[src/rtl/gray_decoder_if.sv]
// Sample/result bundle between a Gray-code source and gray_decoder.
// The master drives samples in; the slave (decoder) returns decoded results and status.
interface gray_decoder_if #(
    parameter int WIDTH = 3
);
    logic             In_valid;
    logic [WIDTH-1:0] Gray_in;
    logic [WIDTH-1:0] Bin_out;
    logic             Out_valid;
    logic             Step_err;
    logic             Fault;
    logic             Overflow;
    logic [7:0]       Wrap_cnt;

    modport master (
        output In_valid, Gray_in,
        input  Bin_out, Out_valid, Step_err, Fault, Overflow, Wrap_cnt
    );

    modport slave (
        input  In_valid, Gray_in,
        output Bin_out, Out_valid, Step_err, Fault, Overflow, Wrap_cnt
    );
endinterface

[src/rtl/gray_decoder.sv]
// Gray-to-binary stream decoder that validates single forward steps and counts wraps.
// A FAULT state latches the first illegal step; decoding continues but wrap tracking freezes.
module gray_decoder #(
    parameter int WIDTH = 3
) (
    input  logic          Clk,
    input  logic          Reset,
    gray_decoder_if.slave bus
);

    typedef enum logic [1:0] {
        IDLE  = 2'd0,
        TRACK = 2'd1,
        FAULT = 2'd2
    } state_t;

    state_t           state_q, state_d;
    logic [WIDTH-1:0] binOut_q, binOut_d;
    logic             outValid_q, outValid_d;
    logic             stepErr_q, stepErr_d;
    logic             overflow_q, overflow_d;
    logic [7:0]       wrapCnt_q, wrapCnt_d;

    logic [WIDTH-1:0] newBin;
    logic [WIDTH-1:0] stepDiff;
    logic             isLegal;
    logic             isWrap;

    always_comb begin
        newBin = '0;
        newBin[WIDTH-1] = bus.Gray_in[WIDTH-1];
        for (int i = WIDTH - 2; i >= 0; i--) begin
            newBin[i] = newBin[i+1] ^ bus.Gray_in[i];
        end
    end

    // The output register doubles as prev_bin: both always hold the last accepted sample.
    always_comb begin
        stepDiff = newBin - binOut_q;
        isLegal  = (stepDiff == '0) || (stepDiff == WIDTH'(1));
        isWrap   = (stepDiff == WIDTH'(1)) && (binOut_q == {WIDTH{1'b1}});
    end

    always_ff @(posedge Clk) begin
        if (Reset) begin
            state_q    <= IDLE;
            binOut_q   <= '0;
            outValid_q <= 1'b0;
            stepErr_q  <= 1'b0;
            overflow_q <= 1'b0;
            wrapCnt_q  <= 8'd0;
        end else begin
            state_q    <= state_d;
            binOut_q   <= binOut_d;
            outValid_q <= outValid_d;
            stepErr_q  <= stepErr_d;
            overflow_q <= overflow_d;
            wrapCnt_q  <= wrapCnt_d;
        end
    end

    always_comb begin
        state_d    = state_q;
        binOut_d   = binOut_q;
        outValid_d = 1'b0;
        stepErr_d  = 1'b0;
        overflow_d = overflow_q;
        wrapCnt_d  = wrapCnt_q;

        if (bus.In_valid) begin
            binOut_d   = newBin;
            outValid_d = 1'b1;
            unique case (state_q)
                IDLE: begin
                    state_d = TRACK;
                end
                TRACK: begin
                    if (!isLegal) begin
                        stepErr_d = 1'b1;
                        state_d   = FAULT;
                    end else if (isWrap) begin
                        overflow_d = 1'b1;
                        if (wrapCnt_q != 8'hFF) begin
                            wrapCnt_d = wrapCnt_q + 8'd1;
                        end
                    end
                end
                FAULT: begin
                    stepErr_d = !isLegal;
                end
                default: begin
                    state_d = IDLE;
                end
            endcase
        end
    end

    assign bus.Bin_out   = binOut_q;
    assign bus.Out_valid = outValid_q;
    assign bus.Step_err  = stepErr_q;
    assign bus.Fault     = (state_q == FAULT);
    assign bus.Overflow  = overflow_q;
    assign bus.Wrap_cnt  = wrapCnt_q;

endmodule

[src/flat_wrapper.sv]
// flat-port wrapper written by rule: the top's interface ports become plain ports
module gray_decoder_flat 
#(
    parameter int WIDTH = 3
)
  (Clk, Reset, bus_In_valid, bus_Gray_in, bus_Bin_out, bus_Out_valid, bus_Step_err, bus_Fault, bus_Overflow, bus_Wrap_cnt);
  gray_decoder_if #(.WIDTH(WIDTH)) bus_i ();
  input  logic Clk;
  input  logic Reset;
  input wire logic [$bits(bus_i.In_valid)-1:0] bus_In_valid;
  input wire logic [$bits(bus_i.Gray_in)-1:0] bus_Gray_in;
  output wire logic [$bits(bus_i.Bin_out)-1:0] bus_Bin_out;
  output wire logic [$bits(bus_i.Out_valid)-1:0] bus_Out_valid;
  output wire logic [$bits(bus_i.Step_err)-1:0] bus_Step_err;
  output wire logic [$bits(bus_i.Fault)-1:0] bus_Fault;
  output wire logic [$bits(bus_i.Overflow)-1:0] bus_Overflow;
  output wire logic [$bits(bus_i.Wrap_cnt)-1:0] bus_Wrap_cnt;
  assign bus_i.In_valid = bus_In_valid;
  assign bus_i.Gray_in = bus_Gray_in;
  assign bus_Bin_out = bus_i.Bin_out;
  assign bus_Out_valid = bus_i.Out_valid;
  assign bus_Step_err = bus_i.Step_err;
  assign bus_Fault = bus_i.Fault;
  assign bus_Overflow = bus_i.Overflow;
  assign bus_Wrap_cnt = bus_i.Wrap_cnt;
  gray_decoder #(.WIDTH(WIDTH)) u_core (.Clk(Clk), .Reset(Reset), .bus(bus_i));
endmodule
[config.mk]
export PLATFORM = sky130hd
export DESIGN_NAME = gray_decoder_flat
export DESIGN_NICKNAME = d
export VERILOG_FILES = /design/src/rtl/gray_decoder_if.sv /design/src/rtl/gray_decoder.sv /design/src/flat_wrapper.sv
export SDC_FILE = /design/constraint.sdc
export NUM_CORES = 1
export LEC_CHECK = 0
export CAP_MARGIN = 0
export CORE_ASPECT_RATIO = 1.4
export CORE_MARGIN = 10
export CORE_UTILIZATION = 30
export DETAILED_ROUTE_END_ITERATION = 8
export SLEW_MARGIN = 20
export SYNTH_ARGS = -nofsm -noshare
export SYNTH_HDL_FRONTEND = slang
export SYNTH_SLANG_ARGS = --single-unit
export TNS_END_PERCENT = 10
[constraint.sdc]
create_clock -name Clk -period 4.5 [get_ports Clk]
set_clock_uncertainty 0.2 [all_clocks]
set_input_delay 0.45 -clock Clk [delete_from_list [all_inputs] [get_ports Clk]]
set_output_delay 0.45 -clock Clk [all_outputs]
set_load 0.01 [all_outputs]
==> run summary <==
Slew @ Worst Pin - 0.922 ns
FF-to-FF setup slack - 1.73 ns
Worst slew margin - 38.0%
Port Buffers - 20
Largest net degree at the start of global routing - 15
Type of the worst min-delay path - register to register
Row Count - 22
Clock root cell - clkbuf_4
Setup crit start - bus_Gray_in[2]
Ys flop type - dfxtp_1
Clk pin slew, worst setup/hold paths - 0.10 ns
Clk sinks - 16
DIE HEIGHT - 82.5 um
Maximum VDD drop - 112 uV
Worst Reg-to-Reg Cells - 7
Nets - 123
ANT nets after route - 0
Synth top area share - 38.2%
Max-cap violations - 0
Hpwl dp - 1.52 mm
# setup viols final - 0
CTS resizes - 0
Critical Path RT - 4.51 ns
Routability cong. - 0.775
Clock Power Share - 31.4%
Yosys top cell by area - dfxtp_1
Final Max Slew Viols - 0
Fin. Hold Viols - 0
Worst setup EP type - register
Syn nets - 102
Post-CTS setup repair buffer count - 0
DRC - 0
Placed Cells - 142
Switch share - 25.6%
Synth Instances - 90
H-Tree Level Count - 1
Yosys cell types - 33
Fin Setup TNS - 0 ns
Worst Setup Path Type - input port to register
Worst r2r src - u_core.bus.Bin_out[0]$_SDFFE_PP0P_
Worst hold slack - 0.278 ns
Area Overhead vs Synth - 31.5%
CTS Buf Count - 3
PD cells - 273 nW/um2
Gate power share - 18.5%
Die width - 64.7 um
Sequential power share - 50.1%
Fillers - 279
Synth async-reset ratio - 0%
Initial antenna violation count - 0
Vias - 730
FMAX - 270 MHz
N_diodes - 0
Wire per inst - 13.3 um
DRT Pass-1 Iters - 4
# hold bufs at CTS - 0
Syn Std Cell Area - 838 um2
Synth Area per Inst - 9.31 um2
Post-synthesis sequential area ratio - 38.2%
Leak Pwr - 0.000395 uW
Worst-path maximum fanout - 13
#FFs+latches synth - 16
Power Internal - 224 uW
Clk_lat worst skew - 0.28 ns
Worst Hold Depth - 1
Power, Total - 301 uW
Synth top cells by count - dfxtp_1, inv_1, nor2_1
Num ports - 21
Worst Hold End - u_core.bus.Overflow$_SDFFE_PP0P_
Hold Crit Start - u_core.bus.Overflow$_SDFFE_PP0P_
Yosys warns - 0
Fraction of layout cells with a size suffix above 1 - 4.55%
Final cycle utilization of the critical path - 82.3%
Core box area - 2640 um2
Leading cell type by number of instances after synthesis - dfxtp_1
GRT overflow - 0
Total area of multi-input combinational cells - 470 um2
Util after Layout - 41.7%
P_sw - 77.0 uW
Status - finished clean
Number of synthesized flops with an enable pin - 0
Final WL - 1.95 mm
Tmin final - 3.70 ns
Vias per std cell - 5.00
RR Endpoint - u_core.bus.Wrap_cnt[3]$_SDFFE_PP0P_
CTS tree - built
Number of global-route vias before repair - 786
Die area - 5340 um2
Clock tree buffer depth - 2
CP Data Arrival Time - 3.72 ns
Fin cells - 146
FF/Latch Area - 320 um2
Initial core utilization - 31.7%
Critical Path Source Type - input port
GRT Total Usage - 8.12%
First-pass GRT wire length - 3.55 mm
Iteration-0 DRC Markers - 14
RSZ-0062 raised after global routing - false
Largest cells by area after synthesis - dfxtp_1, ha_1, mux2i_1, inv_1, o311ai_0
-- registers in the layout (all words and copies together) (netlist names) --
register	count
u_core.bus.Wrap_cnt	8
u_core.bus.Bin_out	3
u_core.bus.Step_err	1
u_core.state_q	2
u_core.bus.Overflow	1
u_core.bus.Out_valid	1
-- area by class of cell --
class                      instances  share of cell area [%]
sequential                        16                    29.1
multi-input combinational         62                    42.7
inverter                           8                    2.72
tap                               36                    4.09
timing repair buffer              20                    18.2
clock buffer                       4                    3.29
-- kinds of logic (layout without fill, tap and decap cells) --
logic type	after synthesis	count (layout)	share of synthesized area [%]
DFF	16	16	38.2
AOI/OAI and AO/OA	21	21	17.3
buffers and inverters	12	32	5.67
xor gates and xnor gates	4	4	5.82
adders and majority gates	6	6	9.85
muxes	4	4	4.78
and+or+nand+nor	27	27	18.4
-- worst max-delay path: stages --
cell and delay (ns):
clkdlybuf4s50_1 0.57, xor2_1 0.36, xnor2_1 0.20, ha_1 0.18, inv_1 0.05, fa_1 0.46
nand2b_1 0.20, or4_4 0.57, or4_1 0.53, a21oi_1 0.15
-- worst max path at each step --
stage | endpoint | slack, ns
2_1_floorplan | u_core.bus.Wrap_cnt[4]$_SDFFE_PP0P_ | 1.37
3_3_place_gp | u_core.bus.Wrap_cnt[3]$_SDFFE_PP0P_ | 0.59
3_5_place_dp | u_core.bus.Wrap_cnt[5]$_SDFFE_PP0P_ | 0.50
4_1_cts | u_core.bus.Wrap_cnt[3]$_SDFFE_PP0P_ | 0.78
5_1_grt | u_core.bus.Wrap_cnt[3]$_SDFFE_PP0P_ | 0.60
6_report | u_core.bus.Wrap_cnt[3]$_SDFFE_PP0P_ | 0.80
-- layout by cell type (no fill, tap or decap), drive strengths merged --
master and n:
dfxtp 16, nor4 1, a21oi 5, o211ai 1, xor2 2, or3 1, o41ai 3, and2 2
o21ai 4, fa 1, inv 8, clkbuf 4, and3 1, mux2i 4, nor3 1, o311ai 3
a311oi 1, nand3 2, nor2b 3, a221oi 1, o31ai 2, nand4 3, xnor2 1, clkdlybuf4s50 20
nand3b 1, nand2 2, nand2b 1, xnor3 1, or4 3, nor2 6, o21a 1, ha 5
-- power groups by stage --
stage	logic, uW	clock network [uW]	registers (uW)
after floorplan	33.9	0	155
after global placement	55.0	0	154
after detailed placement	56.1	0	154
after CTS	56.8	99.8	151
after global routing	63.2	104	152
final	55.6	94.5	151
-- per-stage QoR --
step           cell area [um2]  setup WS [ns]
5_1_grt                   1100          0.604
3_3_place_gp              1070          0.594
6_report                  1100          0.798
3_5_place_dp              1070          0.500
4_1_cts                   1100          0.783
2_1_floorplan              838           1.37
-- layer usage --
metal	track usage [%]	vias to the layer above	share of wire, %	routed length, um
met5	0	-	0	0
met4	5.15	0	2.1	41
met3	2.56	2	7.3	142
met2	13.4	22	47	925
met1	8.88	333	43	840
li1	-	373	-	-
Note: power is estimated with default switching activity, not from simulation.
